[src/rtl/vga_pkg.sv]
// rtl/vga_pkg.sv - shared 1024x768@60 VGA timing constants
// Purpose: default raster timing, derived sync windows, screen-edge constants
//          and coordinate width shared by the timing generator and the
//          downstream drawing stages.
// Ports:   none (package)
package vga_pkg;

  localparam int COORD_W  = 12;

  localparam int H_ACTIVE = 1024;
  localparam int H_FP     = 24;
  localparam int H_SYNC   = 136;
  localparam int H_BP     = 160;
  localparam int H_TOTAL  = H_ACTIVE + H_FP + H_SYNC + H_BP;   // 1344

  localparam int V_ACTIVE = 768;
  localparam int V_FP     = 3;
  localparam int V_SYNC   = 6;
  localparam int V_BP     = 29;
  localparam int V_TOTAL  = V_ACTIVE + V_FP + V_SYNC + V_BP;   // 806

  // Sync windows are half-open: [start, end).
  localparam int H_SYNC_START = H_ACTIVE + H_FP;              // 1048
  localparam int H_SYNC_END   = H_SYNC_START + H_SYNC;        // 1184
  localparam int V_SYNC_START = V_ACTIVE + V_FP;              // 771
  localparam int V_SYNC_END   = V_SYNC_START + V_SYNC;        // 777

  // Last visible column/row, used by drawing stages for edge clipping.
  localparam int H_LAST_VISIBLE = H_ACTIVE - 1;               // 1023
  localparam int V_LAST_VISIBLE = V_ACTIVE - 1;               // 767

  // True when coordinate c lies in the half-open window [lo, hi).
  function automatic logic in_window(input logic [COORD_W-1:0] c,
                                     input int                 lo,
                                     input int                 hi);
    return (c >= COORD_W'(lo)) && (c < COORD_W'(hi));
  endfunction

endpackage

[src/rtl/vga_axis_counter.sv]
// rtl/vga_axis_counter.sv - enabled wrap counter for one raster axis
// Purpose: counts 0..TOTAL-1 on enabled cycles and wraps to 0.
// Ports:
//   clk, rst_n  clock and asynchronous active-low reset
//   en          advance this cycle
//   count       registered current value
//   count_next  value the counter will hold after this edge (combinational)
//   wrap        high on the enabled cycle that moves TOTAL-1 -> 0
module vga_axis_counter
  import vga_pkg::*;
#(
  parameter int TOTAL = H_TOTAL
) (
  input  logic               clk,
  input  logic               rst_n,
  input  logic               en,
  output logic [COORD_W-1:0] count,
  output logic [COORD_W-1:0] count_next,
  output logic               wrap
);

  logic [COORD_W-1:0] count_q;
  logic [COORD_W-1:0] count_d;
  logic               at_last;

  always_comb begin
    at_last = (count_q == COORD_W'(TOTAL - 1));
    wrap    = en && at_last;
    count_d = count_q;
    if (en) begin
      count_d = at_last ? '0 : count_q + COORD_W'(1);
    end
  end

  always_ff @(posedge clk or negedge rst_n) begin
    if (!rst_n) begin
      count_q <= '0;
    end else begin
      count_q <= count_d;
    end
  end

  assign count      = count_q;
  assign count_next = count_d;

endmodule

[src/rtl/vga_timing_gen.sv]
// rtl/vga_timing_gen.sv - free-running VGA raster timing generator
// Purpose: produces raster coordinates, sync pulses, blanking flags,
//          line/frame markers and a completed-frame counter.
// Ports:
//   pclk, rst_n   pixel clock and asynchronous active-low reset
//   en            count enable; low freezes everything, markers forced 0
//   hcount        current pixel column
//   vcount        current line
//   hsync, vsync  sync pulses, asserted level = SYNC_POL
//   hblnk, vblnk  horizontal / vertical blanking
//   line_start    pulse when the raster arrives at hcount == 0
//   frame_start   pulse when the raster arrives at (0,0)
//   frame_cnt     completed frames, modulo 2^16
module vga_timing_gen #(
  parameter int H_ACTIVE = vga_pkg::H_ACTIVE,
  parameter int H_FP     = vga_pkg::H_FP,
  parameter int H_SYNC   = vga_pkg::H_SYNC,
  parameter int H_BP     = vga_pkg::H_BP,
  parameter int V_ACTIVE = vga_pkg::V_ACTIVE,
  parameter int V_FP     = vga_pkg::V_FP,
  parameter int V_SYNC   = vga_pkg::V_SYNC,
  parameter int V_BP     = vga_pkg::V_BP,
  parameter bit SYNC_POL = 1'b0
) (
  input  logic                        pclk,
  input  logic                        rst_n,
  input  logic                        en,
  output logic [vga_pkg::COORD_W-1:0] hcount,
  output logic [vga_pkg::COORD_W-1:0] vcount,
  output logic                        hsync,
  output logic                        vsync,
  output logic                        hblnk,
  output logic                        vblnk,
  output logic                        line_start,
  output logic                        frame_start,
  output logic [15:0]                 frame_cnt
);

  import vga_pkg::*;

  localparam int H_TOT    = H_ACTIVE + H_FP + H_SYNC + H_BP;
  localparam int V_TOT    = V_ACTIVE + V_FP + V_SYNC + V_BP;
  localparam int HS_START = H_ACTIVE + H_FP;
  localparam int HS_END   = HS_START + H_SYNC;
  localparam int VS_START = V_ACTIVE + V_FP;
  localparam int VS_END   = VS_START + V_SYNC;

  logic [COORD_W-1:0] h_q;
  logic [COORD_W-1:0] h_next;
  logic [COORD_W-1:0] v_q;
  logic [COORD_W-1:0] v_next;
  logic               h_wrap;
  logic               v_wrap;

  vga_axis_counter #(
    .TOTAL(H_TOT)
  ) u_hcnt (
    .clk       (pclk),
    .rst_n     (rst_n),
    .en        (en),
    .count     (h_q),
    .count_next(h_next),
    .wrap      (h_wrap)
  );

  // The vertical axis only moves on the horizontal wrap, so vsync and vblnk
  // change on the same edge as hcount returns to 0.
  vga_axis_counter #(
    .TOTAL(V_TOT)
  ) u_vcnt (
    .clk       (pclk),
    .rst_n     (rst_n),
    .en        (h_wrap),
    .count     (v_q),
    .count_next(v_next),
    .wrap      (v_wrap)
  );

  logic        hsync_q, hsync_d;
  logic        vsync_q, vsync_d;
  logic        hblnk_q, hblnk_d;
  logic        vblnk_q, vblnk_d;
  logic        line_start_q, line_start_d;
  logic        frame_start_q, frame_start_d;
  logic [15:0] frame_cnt_q, frame_cnt_d;

  // Flags decode the counters' next values so that, once registered, they
  // line up with the coordinates registered on the same edge. With en low
  // the next values equal the current ones, so the flags hold naturally.
  always_comb begin
    hsync_d       = in_window(h_next, HS_START, HS_END) ? SYNC_POL : ~SYNC_POL;
    vsync_d       = in_window(v_next, VS_START, VS_END) ? SYNC_POL : ~SYNC_POL;
    hblnk_d       = (h_next >= COORD_W'(H_ACTIVE));
    vblnk_d       = (v_next >= COORD_W'(V_ACTIVE));
    line_start_d  = en && (h_next == '0);
    frame_start_d = en && (h_next == '0) && (v_next == '0);
    // v_wrap is exactly the step onto (0,0), so this lands with frame_start.
    frame_cnt_d   = frame_cnt_q + {15'd0, v_wrap};
  end

  always_ff @(posedge pclk or negedge rst_n) begin
    if (!rst_n) begin
      hsync_q       <= ~SYNC_POL;
      vsync_q       <= ~SYNC_POL;
      hblnk_q       <= 1'b0;
      vblnk_q       <= 1'b0;
      line_start_q  <= 1'b0;
      frame_start_q <= 1'b0;
      frame_cnt_q   <= 16'd0;
    end else begin
      hsync_q       <= hsync_d;
      vsync_q       <= vsync_d;
      hblnk_q       <= hblnk_d;
      vblnk_q       <= vblnk_d;
      line_start_q  <= line_start_d;
      frame_start_q <= frame_start_d;
      frame_cnt_q   <= frame_cnt_d;
    end
  end

  assign hcount      = h_q;
  assign vcount      = v_q;
  assign hsync       = hsync_q;
  assign vsync       = vsync_q;
  assign hblnk       = hblnk_q;
  assign vblnk       = vblnk_q;
  assign line_start  = line_start_q;
  assign frame_start = frame_start_q;
  assign frame_cnt   = frame_cnt_q;

endmodule
[config.mk]
export PLATFORM = sky130hd
export DESIGN_NAME = vga_timing_gen
export DESIGN_NICKNAME = d
export VERILOG_FILES = /design/src/rtl/vga_pkg.sv /design/src/rtl/vga_axis_counter.sv /design/src/rtl/vga_timing_gen.sv
export SDC_FILE = /design/constraint.sdc
export NUM_CORES = 1
export LEC_CHECK = 0
export ABC_AREA = 1
export CAP_MARGIN = 20
export CORE_UTILIZATION = 52
export DETAILED_ROUTE_END_ITERATION = 12
export GPL_TIMING_DRIVEN = 0
export PLACE_DENSITY = 0.89
export SLEW_MARGIN = 20
export SYNTH_ARGS = -nofsm -noshare
export SYNTH_HDL_FRONTEND = slang
export SYNTH_SLANG_ARGS = --single-unit
[constraint.sdc]
create_clock -name pclk -period 3.25 [get_ports pclk]
set_clock_uncertainty 0.15 [all_clocks]
set_input_delay 0.4875 -clock pclk [delete_from_list [all_inputs] [get_ports pclk]]
set_output_delay 0.4875 -clock pclk [all_outputs]
set_load 0.005 [all_outputs]
==> run_results.csv <==
group,metric,value,unit
outcome,status,"finished clean",
timing,min_period,2.96,ns
place,hpwlAfterDp,4.31,mm
pwr,switching_share,31.3,%
timing,fmax,338,MHz
place,dp_cells,470,
yosys,yosysWarningCount,0,
clocking,cts_num_sinks,46,
clocking,clk_pin_slew_worst_paths,0.09,ns
detailed_routing,avgViaCountPerCell,5.00,
global_route,antenna_found_initial,0,
setup_path,worstPathRequired,3.30,ns
global_route,grtUsageTotal,24.2,%
pwr,internal-power,889,µW
layout,layout.nets,422,
layout,fin_cells,482,
yosys,synth_nets,362,
timing,final-setup-viol-count,0,
yosys,avgSynthCellArea,7.29,µm²
clocking,htree_levels,2,
floorplan,initial_utilization,54.3,%
layout,nFillCells,400,
setup_path,critPathSlowestCell,"clkdlybuf4s50_1",
yosys,netlist_area,2580,µm²
setup_path,slowest_delay,0.57,ns
floorplan,io_pins,49,
setup_path,cp_top_family,"simple AND/OR/NAND/NOR gates",
layout,final_util,69.4,%
flow_run,drv_cap,0,
setup_path,end_kind,"register",
setup_path,critPathKind,"primary input to register",
timing,relSlewSlack,73.8,%
clocking,root_buffer,"clkbuf_8",
global_route,grt_pass1_wl,9.87,mm
setup_path,reg2reg_setup_slack,0.33,ns
timing,timing_worst_slew_pin_value,0.389,ns
pwr,power.switching,405,µW
detailed_routing,routed_wl,5.71,mm
pwr,p_seq_share,52.0,%
yosys,ys_ff_latch,46,
timing,slew_viol_final,0,
pwr,total_power,1.29,mW
floorplan,row_count,25,
detailed_routing,vias,2411,
detailed_routing,ant_nets,0,
setup_path,crit_arrival,3.01,ns
floorplan,die_h,72.5,µm
layout,final_common_cell,"nand2_1",
layout,drive_gt1_share,6.99,%
pwr,clkPwrFrac,27.6,%
clocking,cts_tree,"built",
detailed_routing,drt_iter0_markers,163,
global_route,overflow,0,
timing,hold_viol,0,
detailed_routing,firstDrtPassIters,4,
timing,setup-tns-final,0,ns
global_route,grt_pass1_vias,2318,
yosys,postSynthCellCount,354,
floorplan,die_x,72.5,µm
setup_path,cp-start-kind,"primary input",
clocking,clock_path_buffers,2,
layout,area_growth,27.9,%
pwr,ir_drop,0.000228,V
floorplan,dieArea,5250,µm²
clocking,insertion_delay,0.30,ns
detailed_routing,wl_per_cell,11.8,µm
floorplan,fp.coreArea,4750,µm²
yosys,ys_seq_area_share,44.7,%
clocking,cts_buffers,5,
min_path,hold_class,"register to register",
pwr,leakage,1.68,nW
yosys,ys_types,24,
setup_path,worstPathMaxFanout,5,
detailed_routing,drc_errors,0,
global_route,grt_max_degree,33,
layout,diodes,0,
layout,mostFrequentLayoutCells,"nand2_1, inv_1, nor2_1",
timing,rsz0062_at_grt,"false",
pwr,comb_power_share,20.5,%
place,gp_congestion,0.896,
setup_path,crit_buf_inv,2,
setup_path,path_cells,"clkdlybuf4s50_1, nand3_2, nor2_4, inv_1, nor2_1, ha_1, ha_1, nand3_1, nor2_1, nand2_1, nor3b_2, nand3_2, nor2_2, nand2_1, xnor2_1",
timing,finalCritPeriodShare,91.0,%
pwr,powerDensity,392,nW/µm²
place,port_buffers,48,
==> synth_stat cells (all sizes together) <==
cell type	number	share of area [%]
a21oi	5	1.4
buf	2	0.63
dfrtp	44	43
dfstp	2	2.0
ha	5	2.4
inv	64	9.3
nand2	104	15
nand3	34	6.8
nand3b	2	0.58
nand4	9	2.2
nor2	56	8.7
nor3	1	0.19
nor3b	1	0.29
nor4	1	0.24
o21ai	5	0.97
o22ai	1	0.24
xnor2	7	2.4
xor2	11	3.7
==> flip-flops by register name, indices dropped and copies added, names as in the netlist <==
signal        count
u_hcnt.count     12
vblnk             1
hblnk             1
u_vcnt.count     12
frame_cnt        16
line_start        1
frame_start       1
hsync             1
vsync             1
==> worst reg2reg max path: stages (launching register included) <==
cell and delay (ns):
dfrtp_2 0.41, ha_1 0.20, nand2_1 0.08, inv_1 0.07
nand3_2 0.11, nor2_4 0.15, inv_1 0.12, nor2_1 0.13
ha_1 0.17, ha_1 0.18, nand3_1 0.11, nor2_1 0.11
nand2_1 0.10, nor3b_2 0.26, nand3_2 0.13, nor2_2 0.14
nand2_1 0.08, xnor2_1 0.12
==> stage by stage <==
stage	cell area (µm²)	hold WS, ns	setup WS [ns]
after global routing	3300	0.343	0.0130
final	3300	0.331	0.293
after CTS	3270	0.337	0.0521
after floorplan	2580	0.0419	0.402
after global placement	3150	0.311	-0.259
after detailed placement	3160	0.278	-0.385
==> worst paths after layout <==
| kind | depth (start not counted) | end | from |
|---|---|---|---|
| max | 15 | frame_cnt[14] | en |
| max reg2reg | 17 | frame_cnt[14] | u_hcnt.count[1] |
| min | 1 | frame_cnt[15] | frame_cnt[15] |
| max in group asynchronous | 3 | hsync | rst_n |
| min reg2reg | 1 | frame_cnt[15] | frame_cnt[15] |
| min in group asynchronous | 2 | u_vcnt.count[8] | rst_n |
==> power groups by stage <==
stage	Clock, mW	Sequential [mW]	Combinational [mW]
global route	0.392	0.679	0.295
floorplan	0	0.673	0.137
detailed placement	0	0.681	0.259
CTS	0.375	0.670	0.265
finish	0.357	0.672	0.265
global placement	0	0.680	0.248
==> final cells by class <==
cell class | count | area (µm²) | share of cell area, %
plain buffers | 2 | 16.3 | 0.493
clock buffers | 5 | 68.8 | 2.08
clock inverters | 3 | 25.0 | 0.758
inverters | 64 | 240 | 7.28
multi-input cells | 242 | 1180 | 35.8
flip-flops and latches | 46 | 1160 | 35.0
well taps | 67 | 83.8 | 2.54
repair buffers | 53 | 528 | 16.0
==> metal layers <==
| metal | GRT usage (%) | share of wire (%) | wire [µm] | vias up |
|---|---|---|---|---|
| met5 | 0 | 0 | 0 | - |
| met4 | 9.80 | 1.5 | 87 | 0 |
| met3 | 4.17 | 4.7 | 269 | 9 |
| met2 | 41.4 | 50 | 2830 | 73 |
| met1 | 30.5 | 44 | 2520 | 1128 |
| li1 | - | - | - | 1201 |
==> kinds of logic (layout without fill, tap and decap cells) <==
family          after synthesis  count (layout)  share of synthesized area, %
flops                        46              46                          44.7
simple gates                208             208                          34.2
xor+xnor                     18              18                          6.11
compound gates               11              11                          2.62
buf+inv                      66             127                          9.94
fa+ha+maj                     5               5                          2.42
==> what timing repair did <==
action                     4_1_cts  5_1_grt
hold endpoints to repair        13        0
hold buffers                     1        0
resized for setup                1        4
setup endpoints to repair        1        6
pin swaps                        0        2
setup buffers                    0        3
Power figures use the tool's default switching activity.
